$ cat src/rtl/timer_apb_sequencer.sv
// APB3 master that configures a CoreTimer, services its interrupt with IntClr
// writes, takes on-demand Value snapshots and disables the timer on request.
module timer_apb_sequencer #(
  parameter int unsigned TICK_W = 16,
  parameter int unsigned GUARD  = 2
) (
  input  logic              PCLK,
  input  logic              PRESET,
  input  logic              cfg_start,
  input  logic              cfg_stop,
  input  logic [31:0]       cfg_load,
  input  logic [3:0]        cfg_prescale,
  input  logic              cfg_oneshot,
  input  logic              snap_req,
  input  logic              TIMINT,
  output logic              PSEL,
  output logic              PENABLE,
  output logic              PWRITE,
  output logic [2:0]        PADDR,
  output logic [31:0]       PWDATA,
  input  logic [31:0]       PRDATA,
  output logic              busy,
  output logic              running,
  output logic              tick,
  output logic [TICK_W-1:0] tick_count,
  output logic [31:0]       value_out,
  output logic              value_valid
);

  localparam int unsigned GCW = (GUARD > 1) ? $clog2(GUARD) : 1;

  typedef enum logic [2:0] {
    S_IDLE, S_CFG, S_RUN, S_SVC, S_GUARD, S_SNAP, S_HALT
  } state_t;

  state_t            state_q, state_d;
  logic              access_q, access_d;
  logic [2:0]        step_q, step_d;
  logic [GCW-1:0]    gcnt_q, gcnt_d;
  logic [31:0]       load_q, load_d;
  logic [3:0]        pre_q, pre_d;
  logic              os_q, os_d;
  logic              stop_q, stop_d;
  logic              snap_q, snap_d;
  logic [TICK_W-1:0] tcnt_q, tcnt_d;
  logic [31:0]       value_q, value_d;
  logic              vvalid_q, vvalid_d;
  logic              xfer, stop_now;

  always_ff @(posedge PCLK or posedge PRESET) begin
    if (PRESET) begin
      state_q  <= S_IDLE;
      access_q <= 1'b0;
      step_q   <= '0;
      gcnt_q   <= '0;
      load_q   <= '0;
      pre_q    <= '0;
      os_q     <= 1'b0;
      stop_q   <= 1'b0;
      snap_q   <= 1'b0;
      tcnt_q   <= '0;
      value_q  <= '0;
      vvalid_q <= 1'b0;
    end else begin
      state_q  <= state_d;
      access_q <= access_d;
      step_q   <= step_d;
      gcnt_q   <= gcnt_d;
      load_q   <= load_d;
      pre_q    <= pre_d;
      os_q     <= os_d;
      stop_q   <= stop_d;
      snap_q   <= snap_d;
      tcnt_q   <= tcnt_d;
      value_q  <= value_d;
      vvalid_q <= vvalid_d;
    end
  end

  always_comb begin
    state_d  = state_q;
    step_d   = step_q;
    gcnt_d   = gcnt_q;
    load_d   = load_q;
    pre_d    = pre_q;
    os_d     = os_q;
    stop_d   = stop_q;
    snap_d   = snap_q;
    tcnt_d   = tcnt_q;
    value_d  = value_q;
    vvalid_d = 1'b0;
    xfer     = (state_q == S_CFG) || (state_q == S_SVC) ||
               (state_q == S_SNAP) || (state_q == S_HALT);
    // Every transfer state alternates SETUP/ACCESS and always leaves on ACCESS,
    // so the phase bit naturally returns to SETUP for the next transfer.
    access_d = xfer && !access_q;
    stop_now = stop_q || cfg_stop;

    if (cfg_stop && state_q != S_IDLE && state_q != S_HALT) stop_d = 1'b1;
    if (snap_req && (state_q == S_RUN || state_q == S_SVC ||
                     state_q == S_GUARD || state_q == S_SNAP)) snap_d = 1'b1;

    case (state_q)
      S_IDLE: if (cfg_start) begin
        load_d  = cfg_load;
        pre_d   = cfg_prescale;
        os_d    = cfg_oneshot;
        tcnt_d  = '0;
        step_d  = '0;
        stop_d  = 1'b0;
        snap_d  = 1'b0;
        state_d = S_CFG;
      end
      S_CFG: if (access_q) begin
        if (step_q == 3'd4) state_d = stop_now ? S_HALT : S_RUN;
        else                step_d  = step_q + 3'd1;
      end
      S_RUN: begin
        if (stop_now) begin
          state_d = S_HALT;
        end else if (TIMINT) begin
          state_d = S_SVC;
        end else if (snap_q || snap_req) begin
          snap_d  = 1'b0;
          state_d = S_SNAP;
        end
      end
      S_SVC: if (access_q) begin
        tcnt_d  = tcnt_q + TICK_W'(1);
        gcnt_d  = GCW'(GUARD - 1);
        state_d = stop_now ? S_HALT : S_GUARD;
      end
      S_GUARD: begin
        if (gcnt_q == '0) state_d = (stop_now || os_q) ? S_HALT : S_RUN;
        else              gcnt_d  = gcnt_q - GCW'(1);
      end
      S_SNAP: if (access_q) begin
        value_d  = PRDATA;
        vvalid_d = 1'b1;
        state_d  = stop_now ? S_HALT : S_RUN;
      end
      S_HALT: begin
        snap_d = 1'b0;
        if (access_q) begin
          stop_d  = 1'b0;
          state_d = S_IDLE;
        end
      end
      default: state_d = S_IDLE;
    endcase
  end

  always_comb begin
    PADDR  = '0;
    PWDATA = '0;
    case (state_q)
      S_CFG: begin
        case (step_q)
          3'd0:    PADDR = 3'd2;
          3'd1:    begin PADDR = 3'd3; PWDATA = {28'b0, pre_q}; end
          3'd2:    begin PADDR = 3'd0; PWDATA = load_q; end
          3'd3:    PADDR = 3'd4;
          default: begin PADDR = 3'd2; PWDATA = {29'b0, os_q, 2'b11}; end
        endcase
      end
      S_SVC:   PADDR = 3'd4;
      S_SNAP:  PADDR = 3'd1;
      S_HALT:  PADDR = 3'd2;
      default: PADDR = '0;
    endcase
  end

  assign PSEL        = xfer;
  assign PENABLE     = xfer && access_q;
  assign PWRITE      = xfer && (state_q != S_SNAP);
  assign busy        = (state_q != S_IDLE);
  assign running     = (state_q == S_RUN) || (state_q == S_SVC) || (state_q == S_GUARD) ||
                       (state_q == S_SNAP) || (state_q == S_HALT);
  assign tick        = (state_q == S_SVC) && access_q;
  assign tick_count  = tcnt_q;
  assign value_out   = value_q;
  assign value_valid = vvalid_q;

endmodule

$ cat config.mk
export PLATFORM = sky130hd
export DESIGN_NAME = timer_apb_sequencer
export DESIGN_NICKNAME = d
export VERILOG_FILES = /design/src/rtl/timer_apb_sequencer.sv
export SDC_FILE = /design/constraint.sdc
export NUM_CORES = 1
export LEC_CHECK = 0
export CAP_MARGIN = 25
export CORE_AREA = 2 2 126 128
export CTS_BUF_LIST = sky130_fd_sc_hd__clkbuf_4
export DETAILED_ROUTE_END_ITERATION = 12
export DIE_AREA = 0 0 128 130
export GPL_TIMING_DRIVEN = 0
export HOLD_SLACK_MARGIN = 0.05
export MAX_ROUTING_LAYER = met4
export SLEW_MARGIN = 30
export SYNTH_ARGS = -nofsm -noshare
export SYNTH_HDL_FRONTEND = slang
export SYNTH_SLANG_ARGS = --single-unit
$ cat constraint.sdc
create_clock -name PCLK -period 2.8 [get_ports PCLK]
set_input_delay 0.42 -clock PCLK [delete_from_list [all_inputs] [get_ports PCLK]]
set_output_delay 0.42 -clock PCLK [all_outputs]
set_load 0.01 [all_outputs]
# Word level (Yosys, flattened, before mapping)
# Cells that the tools add are included.
# Widths: inputs -> output; s select.
# classes
n_addsub	3
eq_ne	21
n_mux	40
reduce_logical	31
# op_table
operator	count
$pmux 32 s3	1
$mux 3	15
$mux 16	2
$mux 32	1
$pmux 16 s2	1
$pmux 3 s7	1
$add 16x1->16 const B	1
$ne 2x2->1 const B	7
$eq 3x2->1 const B	4
$eq 3x3->1 const B	4
$mux 1	12
$pmux 3 s4	1
$logic_or 1x1->1	10
$pmux 3 s3	1
$reduce_and 8->1	1
$logic_and 1x1->1	7
$eq 3x1->1 const B	2
$logic_not 3->1	2
$ne 3x3->1 const B	2
$pmux 3 s2	1
$reduce_and 2->1	3
$reduce_bool 2->1	3
$ne 4x3->1 const B	1
$pmux 1 s2	2
other kinds (10)	10
# totals
reg_bits	96
input_bits	75
out_inout_bits	90
wordCells	107

# Logic depth before layout (Yosys ltp)
# Gate-level depths: netlist of the first run.
# depth
depth_word	10
depth_mapped	7
ltp_nobuf	6

# Least setup slack after synthesis of the first run
# Ideal clock, no wire load.
# synth_timing
path_kind	input -> register
from	in cfg_start
to	reg tcnt_q[14] (netlist: tick_count[14])
setup_ns	0.066
arrival_time_ns	1.813
required_ns	2.734
path_slack_ns	0.921
path_stages	4
path_buffers	0
cell_sequence	or3b_4 -> a2111o_1 -> or4_1 -> nand2_1
# synth_between
elab_chain_cells	2
# synth_lines
element	line	source
from (decl)	9	input logic cfg_start,
$ne 2x2->1 (no line)	-	
$reduce_and 3->1 (no line)	-	
to (signal assigned)	74	tcnt_q <= tcnt_d;
to (decl)	45	logic [TICK_W-1:0] tcnt_q, tcnt_d;
# Every way passes these cells.
# A chain may end at the register's enable or synchronous reset.

# Worst setup path in the final report of the first run
# layout_timing
from	reg step_q[0]
to	out PWDATA[19]
# layout_between
elab_chain_cells	4
elab_cells_between_ends	7
cone_classes	eq/ne: 3; mux: 2; reduce/logical: 2
# layout_lines
element	line	source
from (decl)	38	logic [2:0] step_q, step_d;
from (signal assigned)	67	step_q <= step_d;
$eq 3x2->1 / $logic_not 3->1 (equally long branches)	158	case (step_q)
$reduce_or 2->1 (no line)	-	
$pmux 32 s3 (*)	158	
$mux 32 (*)	156	case (state_q)
to (decl)	20	output logic [31:0] PWDATA,
# Mark *: on every way between the ends. The rest lies on a longest branch, timed or not.

==> qor.txt, run 1 <==
============================================================================================
Pre-CTS setup slack                                                               -0.0272 ns
Total power density per cell area                                                 823 mW/mm2
Routability cong.                                                                      0.831
Max Root-Sink Buffers                                                                      2
Number of buffers inserted by port buffering                                             164
Violation count after the first detailed-route iteration                                 213
Share of async-settable or async-resettable flops after synthesis                       1.00
Library cell occupying the most area in the post-synthesis netlist              sky130_fd_sc_hd__dfrtp_1
Switch share                                                                           0.362
EDFF count, synth                                                                          0
Post-synth cell types                                                                     45
DPL Wire Length                                                                      9630 um
Post-synthesis to final-layout area growth                                             49.3%
Post-route clock period utilization                                                    0.966
First-pass GRT wire length                                                          20200 um
Worst setup slack after layout                                                     0.0957 ns
Largest net degree at the start of global routing                                         30
Number of top-level pins                                                                 165
Clock tree from TritonCTS                                                              built
Syn Nets                                                                                 537
Multiplexer share of the synthesized area                                             0.0992
Filler cell count in the final layout                                                   1529
# H-tree levels                                                                            3
Classification of the worst-slack hold path                                      in -> async
Proportion of netlist area held by the largest area contributor                        0.533
Initial core utilization                                                               0.292
Worst slew margin                                                                      0.613
Final cell utilization of the core                                                     0.436
Post-Synth XOR/XNOR Area                                                              0.0175
Peak supply drop                                                                    0.459 mV
Total Routing Usage GR                                                                 0.160
Sort of element at the end of the critical path                                  output port
Data arrival time at the worst-slack endpoint                                        2.28 ns
Vias in the first global route                                                          4010
Leak Pwr                                                                             3.28 nW
Via density per instance                                                                4.74
Cell-by-cell listing of the critical path                                       inv_1 -> ha_1 -> nor2b_4 -> buf_4 -> and3_1 -> clkdlybuf4s50_1
Detailed Route WL                                                                   12700 um
Combinational family with the most area after synthesis                         simple AND/OR/NAND/NOR gates
Worst reg2reg setup slack                                                            0.46 ns
Final routed wire length divided by cell count                                       15.1 um
Kind of start point of the critical path                                                flop
Most frequent cells after synthesis                                             sky130_fd_sc_hd__nand2_1 (122), sky130_fd_sc_hd__dfrtp_1 (96), sky130_fd_sc_hd__mux2_2 (37)
Required time of the worst setup path                                                2.38 ns
Gate count after technology mapping                                                      455
Number of antenna violations at the first check in global routing                          0
Final Setup Violations                                                                     0
DR vias                                                                                 3969
Average cell area after synthesis                                                   9.90 um2
Synth Flop Type                                                                 sky130_fd_sc_hd__dfrtp_1
Quantity of hold-fixing buffers added after cts                                            0
Crit path max-delay cell type                                                   sky130_fd_sc_hd__clkdlybuf4s50_1
Total number of nets in the final design                                                 723
Highest attainable clock frequency                                                   370 MHz
Skew final                                                                         0.0193 ns
Largest fanout on the critical path                                                       10
Final Slew Violations                                                                      0
Floorplan Core Area                                                               0.0154 mm2
Final sum of negative setup slack                                                       0 ns
Share of synthesized area occupied by flip-flops and latches                           0.533
Drt first pass iters                                                                       4
Worst setup path category                                                         reg -> out
Horizontal die dimension                                                              128 um
RSZ-0062 raised after global routing                                                    true
Total die area                                                                    0.0166 mm2
Skew-Pair Late Insertion Delay                                                       0.45 ns
Shortest clock period the worst path allows after layout                             2.70 ns
Overall power after layout                                                         0.00554 W
Most frequently used cell type in the post-synthesis netlist                    sky130_fd_sc_hd__nand2_1
Proportion of layout cells with a drive suffix above 1                                 0.140
Share of synthesized cell area in full adder, half adder and majority cells           0.0194
Synth Area in Compound Gates                                                          0.0770
Largest stage delay, worst path                                                      0.54 ns
Clk pin slew, worst setup/hold paths                                                 0.15 ns
Antenna diodes                                                                             0
Cell Int Power                                                                     0.00353 W
Number of synthesized register bits                                                       96
Switching power total                                                              0.00201 W
Clock Root Buffer                                                               sky130_fd_sc_hd__clkbuf_4
Std-Cell Rows                                                                             46
Synthesis warning total                                                                    0
Part of the total power dissipated in combinational logic                              0.478
Count of antenna-violating nets left after detailed routing                                0
Area of the mapped netlist                                                       0.00450 mm2
Power share of the clock group                                                         0.113
Clock tree sinks                                                                          96
Final routed DRC violation total                                                           0
Sequential cell fraction of total power                                                0.409
TritonCTS Buffers                                                                          9
Max-Cap Viols                                                                              0
Height of the die                                                                     130 um
Basic-gate share of the synthesized area counting and, or, nand and nor cells          0.220
Overflow left after global routing                                                         0
Dominant cells by area after synthesis                                          sky130_fd_sc_hd__dfrtp_1 (53%), sky130_fd_sc_hd__nand2_1 (10%), sky130_fd_sc_hd__mux2_2 (9.3%), sky130_fd_sc_hd__and3_1 (4.2%), sky130_fd_sc_hd__ha_1 (1.9%)
Status                                                                          finished clean
Worst Max-Slew Pin Slew                                                             0.580 ns
Hold Violations, Final                                                                     0
============================================================================================
## registers in the layout (all words and copies together) (netlist names)
register and flops:
tick_count 16, access_q 1, value_out 32, stop_q 1, step_q 3, value_valid 1
gcnt_q 1, snap_q 1, state_q 3, load_q 32, os_q 1, pre_q 4
## timing repair
item,in CTS,in global routing
cloned,0,0
buffers inserted,5,4
endpoints found under the setup margin,39,27
pin swaps,0,0
gates resized for setup,40,20
## final timing paths
path | start | endpoint | cells after the start
hold reg to reg | load_q[29] | load_q[29] | 2
hold / removal | PRESET | value_out[23] | 2
setup reg to reg | state_q[0] | tick_count[11] | 7
max in group asynchronous | PRESET | gcnt_q | 4
min in group PCLK | cfg_load[20] | load_q[20] | 3
setup / recovery | step_q[0] | PWDATA[19] | 6
## per-layer routing
metal / wire [um] / track usage / share of wire
met1: 5460 / 0.194 / 0.43
met2: 6210 / 0.257 / 0.49
met3: 801 / 0.0431 / 0.063
met4: 186 / 0.0575 / 0.015
met5: 0 / - / 0
## logic make-up after synthesis
family                     count (synthesis)
muxes                                     40
adders and majority gates                  7
DFF                                       96
and+or+nand+nor                          215
AOI/OAI and AO/OA                         48
xor gates and xnor gates                   9
buffers and inverters                     40
## placed cells by master (no fill, tap or decap), types with 3 or more instances in the layout
cell type                         synthesis  routed
sky130_fd_sc_hd__and3_1                  30      30
sky130_fd_sc_hd__o21ai_0                  9       9
sky130_fd_sc_hd__nand4_1                  6       6
sky130_fd_sc_hd__nor3_1                   4       3
sky130_fd_sc_hd__xor2_1                   3       3
sky130_fd_sc_hd__nor2_1                  21      20
sky130_fd_sc_hd__mux2_2                  37      37
sky130_fd_sc_hd__a211o_1                  3       3
sky130_fd_sc_hd__clkbuf_1                23      14
sky130_fd_sc_hd__clkinv_1                 0       3
sky130_fd_sc_hd__xnor2_1                  6       6
sky130_fd_sc_hd__buf_4                    0      12
sky130_fd_sc_hd__nand2_1                122     122
sky130_fd_sc_hd__a21oi_1                 12      12
sky130_fd_sc_hd__dlymetal6s2s_1           0      11
sky130_fd_sc_hd__nor2b_1                  5       3
sky130_fd_sc_hd__or2_2                    5       5
sky130_fd_sc_hd__a2111oi_0                3       3
sky130_fd_sc_hd__dfrtp_1                 96      94
sky130_fd_sc_hd__inv_1                   14      12
sky130_fd_sc_hd__dlygate4sd2_1            0      11
sky130_fd_sc_hd__o21a_1                   3       3
sky130_fd_sc_hd__nand3_1                  7       7
sky130_fd_sc_hd__mux2i_1                  3       3
sky130_fd_sc_hd__clkdlybuf4s50_1          0     142
sky130_fd_sc_hd__o211ai_1                 3       3
sky130_fd_sc_hd__ha_1                     7       7
sky130_fd_sc_hd__a22oi_1                  4       4
sky130_fd_sc_hd__clkbuf_4                 0      13
## power groups by stage
| stage | clock, W | combinational, W | sequential [W] |
|---|---|---|---|
| 2_1_floorplan | 0 | 0.00128 | 0.00236 |
| 3_3_place_gp | 0 | 0.00248 | 0.00227 |
| 3_5_place_dp | 0 | 0.00252 | 0.00230 |
| 4_1_cts | 0.000665 | 0.00264 | 0.00226 |
| 5_1_grt | 0.000730 | 0.00291 | 0.00233 |
| 6_report | 0.000625 | 0.00265 | 0.00226 |
## critical path, delay by kind of cell, from the launching register on
kind,cells,cell delay (ns)
buf+inv,3,0.82
flops,1,0.44
simple gates,2,0.40
fa+ha+maj,1,0.18
## layout make-up
| type | instances | area [um2] | area share |
|---|---|---|---|
| Multi-Input combinational cell | 319 | 1990 | 0.295 |
| Tap cell | 192 | 240 | 0.0357 |
| Clock inverter | 5 | 25.0 | 0.00372 |
| Clock buffer | 10 | 75.1 | 0.0112 |
| Buffer | 25 | 146 | 0.0218 |
| Sequential cell | 96 | 2400 | 0.358 |
| Timing Repair Buffer | 176 | 1790 | 0.266 |
| Inverter | 14 | 56.3 | 0.00837 |
## metrics by stage
stage,instances,hold slack (ns),cell area (um2)
6_report,837,0.350,6720
5_1_grt,837,0.349,6720
4_1_cts,833,0.334,6650
3_5_place_dp,814,0.455,6460
3_3_place_gp,811,0.451,6390
2_1_floorplan,455,0.437,4510
No activity file was read; power rests on OpenSTA's default activity.
==> run 2: changes to the inputs <==
--- a/config.mk
+++ b/config.mk
@@ -6,13 +6,14 @@
 export NUM_CORES = 1
 export LEC_CHECK = 0
 export CAP_MARGIN = 25
-export CORE_AREA = 2 2 126 128
+export CORE_AREA = 2 2 177 92
 export CTS_BUF_LIST = sky130_fd_sc_hd__clkbuf_4
 export DETAILED_ROUTE_END_ITERATION = 12
-export DIE_AREA = 0 0 128 130
+export DIE_AREA = 0 0 179 94
 export GPL_TIMING_DRIVEN = 0
 export HOLD_SLACK_MARGIN = 0.05
 export MAX_ROUTING_LAYER = met4
+export REMOVE_ABC_BUFFERS = 1
 export SLEW_MARGIN = 30
 export SYNTH_ARGS = -nofsm -noshare
 export SYNTH_HDL_FRONTEND = slang
==> run 2 against run 1 <==
- core utilization grew 1.1 points
- first-iteration DRC count shrank 30%
- clock power grew 22%
- flip-flop and latch count is the same
- global-route usage shrank 0.11 points
- final cell count grew 0.12%
==> qor.txt, run 2 (same netlist as run 1, synthesis figures left out) <==
==================================================================================
Quantity of hold-fixing buffers added after cts                                  0   unchanged
Sort of element at the end of the critical path                        output port
Crit path max-delay cell type                                         sky130_fd_sc_hd__clkdlybuf4s50_1
Skew-Pair Late Insertion Delay                                             0.47 ns   +0.02 ns
Cell Int Power                                                           0.00360 W   +2.0%
Worst slew margin                                                            0.593   -0.0194
Number of top-level pins                                                       165   unchanged
First-pass GRT wire length                                                20200 um   +0.45%
Max-Cap Viols                                                                    0   unchanged
Overflow left after global routing                                               0   unchanged
RSZ-0062 raised after global routing                                          true
Proportion of layout cells with a drive suffix above 1                       0.158   +0.0182
Worst hold slack across all endpoints                                     0.347 ns   -0.00230 ns
Total die area                                                          0.0168 mm2   +1.1%
Clock tree from TritonCTS                                                    built
Largest stage delay, worst path                                            0.55 ns   about the same
Final Setup Violations                                                           0   unchanged
Drt first pass iters                                                             6   +2
Count of antenna-violating nets left after detailed routing                      0   unchanged
DR vias                                                                       3875   -2.4%
Worst reg2reg setup slack                                                  0.56 ns   +0.10 ns
Total power density per cell area                                       841 mW/mm2   +2.1%
Status                                                                finished clean
Highest attainable clock frequency                                         368 MHz   -0.37%
Detailed Route WL                                                         12600 um   -0.55%
Std-Cell Rows                                                                   32   -30%
Total number of nets in the final design                                       711   -1.7%
Initial core utilization                                                     0.297   +0.00481
Required time of the worst setup path                                      2.38 ns   about the same
Worst setup path category                                               reg -> out
Top library cells by usage in the layout, fill and taps aside         sky130_fd_sc_hd__clkdlybuf4s50_1 (149), sky130_fd_sc_hd__nand2_1 (121), sky130_fd_sc_hd__dfrtp_1 (92)
Number of buffers inserted by port buffering                                   164   unchanged
Violation count after the first detailed-route iteration                       150   -30%
Peak supply drop                                                          0.437 mV   -4.7%
Data arrival time at the worst-slack endpoint                              2.29 ns   about the same
Final sum of negative setup slack                                             0 ns   unchanged
Worst reg2reg path depth                                                         4   -3
Final routed wire length divided by cell count                             15.0 um   -0.67%
Worst setup slack after layout                                           0.0857 ns   -0.0100 ns
Floorplan Core Area                                                     0.0152 mm2   -1.6%
Clk pin slew, worst setup/hold paths                                       0.18 ns   +0.03 ns
Routability cong.                                                            0.744   -11%
Total Routing Usage GR                                                       0.158   -0.00108
Final cell utilization of the core                                           0.447   +0.0111
Antenna diodes                                                                   0   unchanged
Final Slew Violations                                                            0   unchanged
Filler cell count in the final layout                                         1460   -4.5%
Overall power after layout                                               0.00570 W   +3.0%
Leak Pwr                                                                   3.23 nW   -1.7%
Largest net degree at the start of global routing                               59   +97%
Cell-by-cell listing of the critical path                             buf_4 -> ha_2 -> nor2b_4 -> buf_4 -> a22oi_1 -> nor2_1 -> clkdlybuf4s50_1
Skew final                                                               0.0153 ns   -0.00399 ns
DPL Wire Length                                                            8310 um   -14%
Hold Violations, Final                                                           0   unchanged
Classification of the worst-slack hold path                            in -> async
Part of the total power dissipated in combinational logic                    0.454   -0.024
Switching power total                                                    0.00210 W   +4.8%
# H-tree levels                                                                  3   unchanged
Number of antenna violations at the first check in global routing                0   unchanged
Horizontal die dimension                                                    179 um   +40%
Family of cells with the greatest summed delay on the critical path   buffers and inverters
Final routed DRC violation total                                                 0   unchanged
Clock Root Buffer                                                     sky130_fd_sc_hd__clkbuf_4
Largest fanout on the critical path                                              6   -4
Pre-CTS setup slack                                                     -0.0184 ns   +0.00885 ns
CP bufs+invs                                                                     3   unchanged
Most common library cell in the layout ignoring fill and taps         sky130_fd_sc_hd__clkdlybuf4s50_1
Power share of the clock group                                               0.133   +0.020
Post-synthesis to final-layout area growth                                   50.6%
Total number of cells along the worst setup path                                 7   +1
Shortest clock period the worst path allows after layout                   2.71 ns   +0.0100 ns
Via density per instance                                                      4.62   -2.5%
Post-route clock period utilization                                          0.969   +0.00359
Clock tree sinks                                                                96   unchanged
Sequential cell fraction of total power                                      0.413   +0.004
TritonCTS Buffers                                                                9   unchanged
Height of the die                                                            94 um   -28%
Max Root-Sink Buffers                                                            2   unchanged
Vias in the first global route                                                3981   -0.72%
Kind of start point of the critical path                                      flop
Worst Max-Slew Pin Slew                                                   0.610 ns   +0.0303 ns
Dominant cell type by count on the critical path                      sky130_fd_sc_hd__buf_4
Switch share                                                                 0.368   +0.00615
==================================================================================
==> run 2: metal layers <==
| metal | global-route usage | routed length (um) | share of wire |
|---|---|---|---|
| met1 | 0.195 | 5740 | 0.46 |
| met2 | 0.256 | 6100 | 0.48 |
| met3 | 0.0461 | 606 | 0.048 |
| met4 | 0.0413 | 141 | 0.011 |
| met5 | - | 0 | 0 |
==> run 2: what timing repair did <==
| item | CTS | global route |
|---|---|---|
| gates resized for setup | 21 | 11 |
| pin swaps | 2 | 0 |
| gates cloned | 2 | 0 |
| endpoints found under the setup margin | 38 | 20 |
| buffers inserted | 14 | 6 |
==> run 2: final timing paths <==
kind | from | end
max in group asynchronous | PRESET | state_q[0]
min in group PCLK | cfg_load[11] | load_q[11]
hold / removal | PRESET | value_out[20]
setup reg to reg | state_q[1] | tick_count[14]
hold reg to reg | load_q[22] | load_q[22]
setup / recovery | step_q[1] | PWDATA[3]
==> run 2: cell type report <==
cell class                 count  area, um2  area share
clock buffer                  10       75.1      0.0111
clock inverter                 6       57.6     0.00849
inverter                      14       57.6     0.00849
multi-input combinational    321       2020       0.298
sequential                    96       2410       0.356
tap                          204        255      0.0376
timing repair buffer         187       1900       0.281
==> run 2: power groups by stage <==
stage / combinational (W) / clock, W / sequential (W)
final: 0.00259 / 0.000760 / 0.00236
after global routing: 0.00284 / 0.000858 / 0.00244
after CTS: 0.00256 / 0.000804 / 0.00236
after floorplan: 0.00115 / 0 / 0.00243
after global placement: 0.00231 / 0 / 0.00236
after detailed placement: 0.00239 / 0 / 0.00239
==> run 2: stage by stage <==
stage	std cells	cell area (um2)
global placement	797	6300
finish	838	6780
detailed placement	800	6400
floorplan	429	4400
CTS	832	6710
global route	838	6780
==> run 2: worst reg2reg max path, cell delays in order (launching register included) <==
cell and delay, ns:
sky130_fd_sc_hd__dfrtp_4 0.64, sky130_fd_sc_hd__or3b_4 0.46, sky130_fd_sc_hd__a2111o_1 0.53, sky130_fd_sc_hd__or4_1 0.49, sky130_fd_sc_hd__nand2_1 0.08
==> run 3: changes to the inputs <==
==> constraint.sdc (replaced) <==
create_clock -name PCLK -period 2.7 [get_ports PCLK]
set_input_delay 0.405 -clock PCLK [delete_from_list [all_inputs] [get_ports PCLK]]
set_output_delay 0.405 -clock PCLK [all_outputs]
set_load 0.01 [all_outputs]
==> run 3 against run 2 <==
- flip-flop and latch count stayed put
- power is 4.1% higher
- count of clock-buffer cells in the layout stayed put
- sequential power is 3% higher
- global-route usage hardly changed
- sequential share of layout area is 0.33 points lower
- critical path type unchanged
- largest power group unchanged
==> qor.txt, run 3 (same netlist as run 1, synthesis figures left out) <==
================================================================================
Status                                                              finished clean
Pre-CTS setup slack                                                    -0.103 ns   -0.0850 ns
Worst setup path category                                             reg -> out
Data arrival time at the worst-slack endpoint                            2.16 ns   -0.13 ns
DR vias                                                                     3906   +0.80%
RSZ-0062 raised after global routing                                       false
Top library cells by usage in the layout, fill and taps aside       sky130_fd_sc_hd__clkdlybuf4s50_1 (131), sky130_fd_sc_hd__nand2_1 (121), sky130_fd_sc_hd__dfrtp_1 (92)
Sequential cell fraction of total power                                    0.407   -0.006
Hold Violations, Final                                                         0   unchanged
Count of antenna-violating nets left after detailed routing                    0   unchanged
Clk pin slew, worst setup/hold paths                                     0.18 ns   about the same
Total power density per cell area                                     867 mW/mm2   +3.1%
Sort of element at the end of the critical path                      output port
Worst setup slack after layout                                          0.136 ns   +0.0506 ns
Kind of start point of the critical path                                    flop
Quantity of hold-fixing buffers added after cts                                0   unchanged
DPL Wire Length                                                          8310 um   unchanged
Placed Area                                                          0.00640 mm2   unchanged
Detailed Route WL                                                       12700 um   +1.2%
Vias in the first global route                                              3981   unchanged
Clock Root Buffer                                                   sky130_fd_sc_hd__clkbuf_4
Number of antenna violations at the first check in global routing              0   unchanged
Total Routing Usage GR                                                     0.158   -0.000258
Skew final                                                             0.0161 ns   +0.000800 ns
Switch share                                                               0.370   +0.00139
First-pass GRT wire length                                              20300 um   about the same
Skew-Pair Late Insertion Delay                                           0.47 ns   about the same
Final Slew Violations                                                          0   unchanged
Post-route clock period utilization                                        0.950
Largest fanout on the critical path                                            8   +2
Worst Max-Slew Pin Slew                                                 0.598 ns   -0.0117 ns
Number of top-level pins                                                     165   unchanged
Worst slew margin                                                          0.601   +0.00777
Switching power total                                                  0.00219 W   +4.5%
Worst reg2reg setup slack                                                0.31 ns   -0.25 ns
Final Setup Violations                                                         0   unchanged
Drt first pass iters                                                           6   unchanged
Violation count after the first detailed-route iteration                     141   -6.0%
Max Root-Sink Buffers                                                          2   unchanged
Horizontal die dimension                                                  179 um   unchanged
Max-Cap Viols                                                                  0   unchanged
Proportion of layout cells with a drive suffix above 1                     0.167   +0.00972
Initial core utilization                                                   0.297   unchanged
Filler-free cell count of the finished design                                843   +0.60%
Filler cell count in the final layout                                       1461   +0.068%
Footprint of the multi-input gates                                   0.00203 mm2   +0.50%
Overflow left after global routing                                             0   unchanged
Largest net degree at the start of global routing                             59   unchanged
Overall power after layout                                             0.00593 W   +4.1%
Final sum of negative setup slack                                           0 ns   unchanged
Routability cong.                                                          0.744   unchanged
# H-tree levels                                                                3   unchanged
Leak Pwr                                                                 3.50 nW   +8.4%
Total instance count after detailed placement                                800   unchanged
Final routed wire length divided by cell count                           15.1 um   +0.63%
TritonCTS Buffers                                                              9   unchanged
Via density per instance                                                    4.63   +0.20%
Clock tree from TritonCTS                                                  built
Antenna diodes                                                                 0   unchanged
Most common library cell in the layout ignoring fill and taps       sky130_fd_sc_hd__clkdlybuf4s50_1
Number of buffers inserted by port buffering                                 164   unchanged
Total die area                                                        0.0168 mm2   unchanged
Clock tree sinks                                                              96   unchanged
Total number of nets in the final design                                     716   +0.70%
Storage element area                                                 0.00241 mm2   unchanged
Peak supply drop                                                        0.453 mV   +3.5%
Post-synthesis to final-layout area growth                                 52.0%
Final routed DRC violation total                                               0   unchanged
Classification of the worst-slack hold path                          in -> async
Power share of the clock group                                             0.132   about the same
Required time of the worst setup path                                    2.30 ns   -0.08 ns
Cell Int Power                                                         0.00374 W   +3.8%
Std-Cell Rows                                                                 32   unchanged
Final Instance Area                                                  0.00685 mm2   +0.92%
Shortest clock period the worst path allows after layout                 2.56 ns
Floorplan Core Area                                                   0.0152 mm2   unchanged
Height of the die                                                          94 um   unchanged
Part of the total power dissipated in combinational logic                  0.460   +0.006
Highest attainable clock frequency                                       390 MHz
================================================================================
[run 3: layer usage]
layer  GRT usage  routed length, um  vias up
li1            -                  -     1898
met1       0.196               5770     1909
met2       0.254               6170       86
met3      0.0461                629       13
met4      0.0427                168        0
met5           -                  0        -
[run 3: per-stage QoR]
step | util | hold WS [ns]
after floorplan | - | 0.437
after global placement | 0.415 | 0.449
after detailed placement | 0.422 | 0.454
after CTS | 0.443 | 0.329
after global routing | 0.451 | 0.350
final | 0.451 | 0.339
[run 3: worst max-delay path: stages (launching register included)]
cell and delay (ns):
sky130_fd_sc_hd__dfrtp_4 0.47, sky130_fd_sc_hd__buf_4 0.17, sky130_fd_sc_hd__nand2_1 0.08, sky130_fd_sc_hd__or2_2 0.33, sky130_fd_sc_hd__o21ai_0 0.09, sky130_fd_sc_hd__clkdlybuf4s50_1 0.56
[run 3: path summary, 6_finish.rpt]
check                                      end  cells past startpoint         start
worst max register to register  tick_count[14]                      5    state_q[0]
min in group PCLK                   load_q[11]                      3  cfg_load[11]
worst min-delay path             value_out[20]                      2        PRESET
worst max-delay path                  PADDR[1]                      5    state_q[2]
worst min register to register      load_q[22]                      2    load_q[22]
max in group asynchronous           state_q[1]                      3        PRESET
[run 3: layout make-up]
class,instances,share of cell area
timing repair buffer,192,0.286
tap,204,0.0373
clock inverter,6,0.00841
sequential,96,0.353
clock buffer,10,0.0110
inverter,14,0.00841
multi-input combinational,321,0.296
[run 3: power by group through the flow]
stage	registers, W	clock network [W]	logic, W
final	0.00242	0.000786	0.00273
after global routing	0.00250	0.000889	0.00299
after CTS	0.00244	0.000834	0.00270
after detailed placement	0.00248	0	0.00248
after global placement	0.00245	0	0.00239
after floorplan	0.00252	0	0.00119
[run 3: repair_timing]
item | in CTS | in global routing
resized for setup | 31 | 21
setup buffers | 15 | 10
pin swaps | 2 | 1
cloned | 2 | 0
endpoints found under the setup margin | 41 | 23
==> edit 1: new RTL, config.mk and constraints of run 2 <==
Take the reset off `value_q` and load it in a clocked block of its own.
--- a/src/rtl/timer_apb_sequencer.sv
+++ b/src/rtl/timer_apb_sequencer.sv
@@ -61,3 +61,2 @@
       tcnt_q   <= '0;
-      value_q  <= '0;
       vvalid_q <= 1'b0;
@@ -74,5 +73,8 @@
       tcnt_q   <= tcnt_d;
-      value_q  <= value_d;
       vvalid_q <= vvalid_d;
     end
+  end
+
+  always_ff @(posedge PCLK) begin
+    value_q <= value_d;
   end
Behaviour: same outputs for any inputs over 10 cycles, from zero or initial values and one cycle with PRESET high; that may be too few to reach the edited logic, so the function may still have changed.
==> edit 1 against run 2 <==
Sequential cell count did not move. Wire length fell by 6.0%. Worst setup slack improved by 0.073 ns. Total power fell by 26%. Global-route usage fell by 1.3 points. Area after synthesis fell by 3.6%. Hold slack got worse by 0.075 ns. Via count fell by 3.9%. Final area fell by 3.2%. Sequential share of layout area rose by 3.5 points. Non-clock buffer count rose by 4.
==> edit 1: results (changes against run 2) <==
Non-clk invs 11 (-3); All-Layer GR Usage 0.146 (-0.0126); Comb power frac 0.366 (-0.088); power density cells 639 mW/mm2 (-24%); EDFF count, synth 32 (+32); length of routed met2 wiring 5960 um (-2.2%); vias per std cell 4.54 (-1.8%); met3 Track Usage GR 0.0352 (-0.0109); outcome completed; WHS 0.272 ns (-0.0754 ns); Leak 2.93 nW (-9.2%); Non-clock buffer share 0.290 (+0.00949); comb_multi_in 302 (-5.9%); worst skew pair latency 0.44 ns (-0.03 ns); Flop pwr share 0.473 (+0.060); FF/Latch Area 0.00257 mm2 (+6.4%); CTS clk-pin slew, worst paths 0.16 ns (-0.02 ns); crit path launch step_q[0]; placed cells 788 (-1.5%); wl on met1 5110 um (-11%); r2r setup slk 0.50 ns (-0.06 ns); fin cells 820 (-2.1%); met3 wire length 552 um (-8.9%); Synth cell types 52 (+16%); Async SR Flop Fraction 0.667 (-0.333); post-route cell area 0.00657 mm2 (-3.2%); number of non-clock buffers 191 (+2.1%); DP Wirelength 8500 um (+2.4%); clock buf count 9 (-1); syn_area_per_cell 10.1 um2 (+1.6%); RR Startpoint state_q[0]; ClkCell Share 0.0189 (-0.000686); M2 GR Usage 0.249 (-0.00769); Int Pwr 0.00271 W (-25%); pin count of the biggest net entering global routing 45 (-24%); Max Freq 0.379 GHz (+2.8%); # fillers 1474 (+0.96%)
==> edit 1: changes by cell type after synthesis, sizes merged, moves of 7 or more <==
cell / change
dfrtp: -32
clkbuf: -7
and3: -30
and2: +28
edfxtp: +32
mux2: -35
o21ai: +7
==> edit 1: logic make-up (layout without fill, tap and decap cells) <==
logic type,Yosys count,count (layout),synth area share
adders and majority gates,6,6,0.0173
and+or+nand+nor,220,221,0.238
xor gates and xnor gates,6,6,0.0121
muxes,4,4,0.00980
DFF,96,96,0.590
AOI/OAI and AO/OA,65,65,0.0959
buffers and inverters,35,218,0.0366
==> edit 1: critical path: stages (launching register included) <==
cell and delay (ns):
dfrtp_1 0.41, inv_1 0.07, ha_1 0.21, nor2b_4 0.14
buf_4 0.14, nor2b_4 0.12, buf_4 0.13, buf_4 0.14
and2_1 0.14, dlygate4sd2_1 0.28
==> edit 2: new RTL, settings of run 2 <==
Without the edit above. Change the parameter `TICK_W` from 16 to 18.
--- a/src/rtl/timer_apb_sequencer.sv
+++ b/src/rtl/timer_apb_sequencer.sv
@@ -3,3 +3,3 @@
 module timer_apb_sequencer #(
-  parameter int unsigned TICK_W = 16,
+  parameter int unsigned TICK_W = 18,
   parameter int unsigned GUARD  = 2
Ports: changed (resized tick_count); port bits go from 165 to 167. The function was not compared with the original's and may differ.
==> edit 2 against run 2 <==
Critical path depth fell by 2. Highest routed layer unchanged. Global-route usage barely moved. Sequential cell count rose by 2. Worst setup slack improved by 0.057 ns. Total power fell by 4.2%. Via count fell by 2.5%. First-iteration DRC count fell by 35%. Final area fell by 0.66%. Critical endpoint is now PWDATA[6]. Area after synthesis rose by 0.50%. Wire length rose by 1.1%.
==> edit 2: results (changes against run 2) <==
CP Data Arrival Time 2.24 ns (-0.05 ns); Worst Hold Class in -> async; initial detailed-routing violation count 97 (-35%); CP max FO 19 (+13); antenna violations before repair 1 (+1); outcome completed; vias per std cell 4.56 (-1.4%); Async SR Flop Fraction 1.00 (unchanged); multiplexer share of the synthesized area 0.104 (+0.00476); Post-synth top cells 109 x nand2_1, 98 x dfrtp_1, 39 x mux2_2; routed wire length 12700 um (+1.1%); Top FF cell, synth dfrtp_1; post-synthesis sequential area ratio 0.542 (+0.00840); Slew headroom 0.465 (-0.129); Port Buffers 166 (+1.2%); clk buf depth 2 (unchanged); layout cells sized above 1 0.151 (-0.00709); Post-Synth Adder-Cell Area 0.0194 (-0.0000968); dpl cell area 0.00644 mm2 (+0.55%); gpl congestion 0.780 (+4.9%); post-synthesis compound-gate area fraction 0.0564 (-0.0206); cts bufs inserted 9 (unchanged); CTS root buf clkbuf_4; fin nets 701 (-1.4%); H-Tree Depth 3 (unchanged); DP Wirelength 8720 um (+4.9%); YS warnings 0 (unchanged); vias in the first global route 3815 (-4.2%); first drt pass iteration count 4 (-2); Max rail drop VDD 247 uV (-44%); Synth cell types 43 (-4.4%); EDFF count, synth 0 (unchanged); pin count of the biggest net entering global routing 52 (-12%); power density cells 810 mW/mm2 (-3.6%); worst skew pair latency 0.44 ns (-0.03 ns); CTS clk-pin slew, worst paths 0.15 ns (-0.03 ns); first-pass GRT wire length 20200 um (-0.38%); Setup Skew 0.0164 ns (+0.00104 ns); Post-Synth XOR/XNOR Area 0.0329 (+0.0154); Leak 3.13 nW (-3.2%); largest cells by area after synthesis dfrtp_1 54%, mux2_2 9.7%, nand2_1 9.0%; All-Layer GR Usage 0.158 (-0.000273)
-- edit 2: path summary, 6_finish.rpt --
| kind | from | to | slack, ns | depth (start not counted) |
|---|---|---|---|---|
| max | state_q[1] | PWDATA[6] | 0.14 | 5 |
| min | PRESET | load_q[14] | 0.36 | 2 |
| max reg2reg | state_q[2] | load_q[7] | 0.31 | 5 |
| min reg2reg | value_out[27] | value_out[27] | 0.49 | 2 |
| max in group asynchronous | PRESET | value_out[16] | 1.82 | 3 |
| min in group PCLK | PRDATA[6] | value_out[6] | 0.48 | 3 |
-- edit 2: metal layers --
metal,global-route usage,vias to the layer above,routed length [um]
met5,-,-,0
met3,0.0320,16,411
met4,0.0467,0,214
met1,0.200,1874,5760
met2,0.258,63,6340
li1,-,1826,-
-- edit 2: timing repair --
item	in CTS	in global routing
hold buffers	0	0
resized for setup	40	9
gates cloned	2	0
pin swaps	4	0
buffers inserted	6	8
endpoints found under the setup margin	70	44
hold endpoints to repair	0	0
-- edit 2: worst max-delay path: stages (launching register included) --
cell           delay, ns
dfrtp_2             0.60
clkinvlp_4          0.31
and3_4              0.29
buf_4               0.15
and2_1              0.15
dlygate4sd2_1       0.28
-- edit 2: cell families after synthesis --
group / Yosys count
compound gates: 36
xor+xnor: 17
fa+ha+maj: 7
buf+inv: 36
flops: 98
mux: 42
simple gates: 210
-- edit 2: power by group --
part           leakage [nW]  internal (W)  total, W  switching, W
clock                0.0818      0.000312  0.000779      0.000468
combinational          1.87       0.00131   0.00232       0.00101
sequential             1.18       0.00198   0.00236      0.000382
total                  3.13       0.00360   0.00546       0.00186
-- edit 2: final cells by class --
| type | count | area [um2] |
|---|---|---|
| clock buffer | 13 | 97.6 |
| tap | 204 | 255 |
| antenna | 1 | 2.50 |
| timing repair buffer | 183 | 1840 |
| multi-input combinational | 314 | 1990 |
| fill | 1465 | 8440 |
| sequential | 98 | 2460 |
| clock inverter | 3 | 40.0 |
| inverter | 13 | 60.1 |
-- edit 2: per-stage QoR --
| step | TNS, ns | instances | setup slack [ns] | hold WS [ns] |
|---|---|---|---|---|
| finish | 0 | 829 | 0.143 | 0.356 |
| detailed placement | -14.42 | 796 | -0.545 | 0.464 |
| floorplan | -23.70 | 423 | -0.182 | 0.464 |
| global route | -0.00571 | 829 | -0.00385 | 0.358 |
| global placement | -284.03 | 793 | -1.94 | 0.457 |
| CTS | 0 | 820 | 0.00108 | 0.349 |
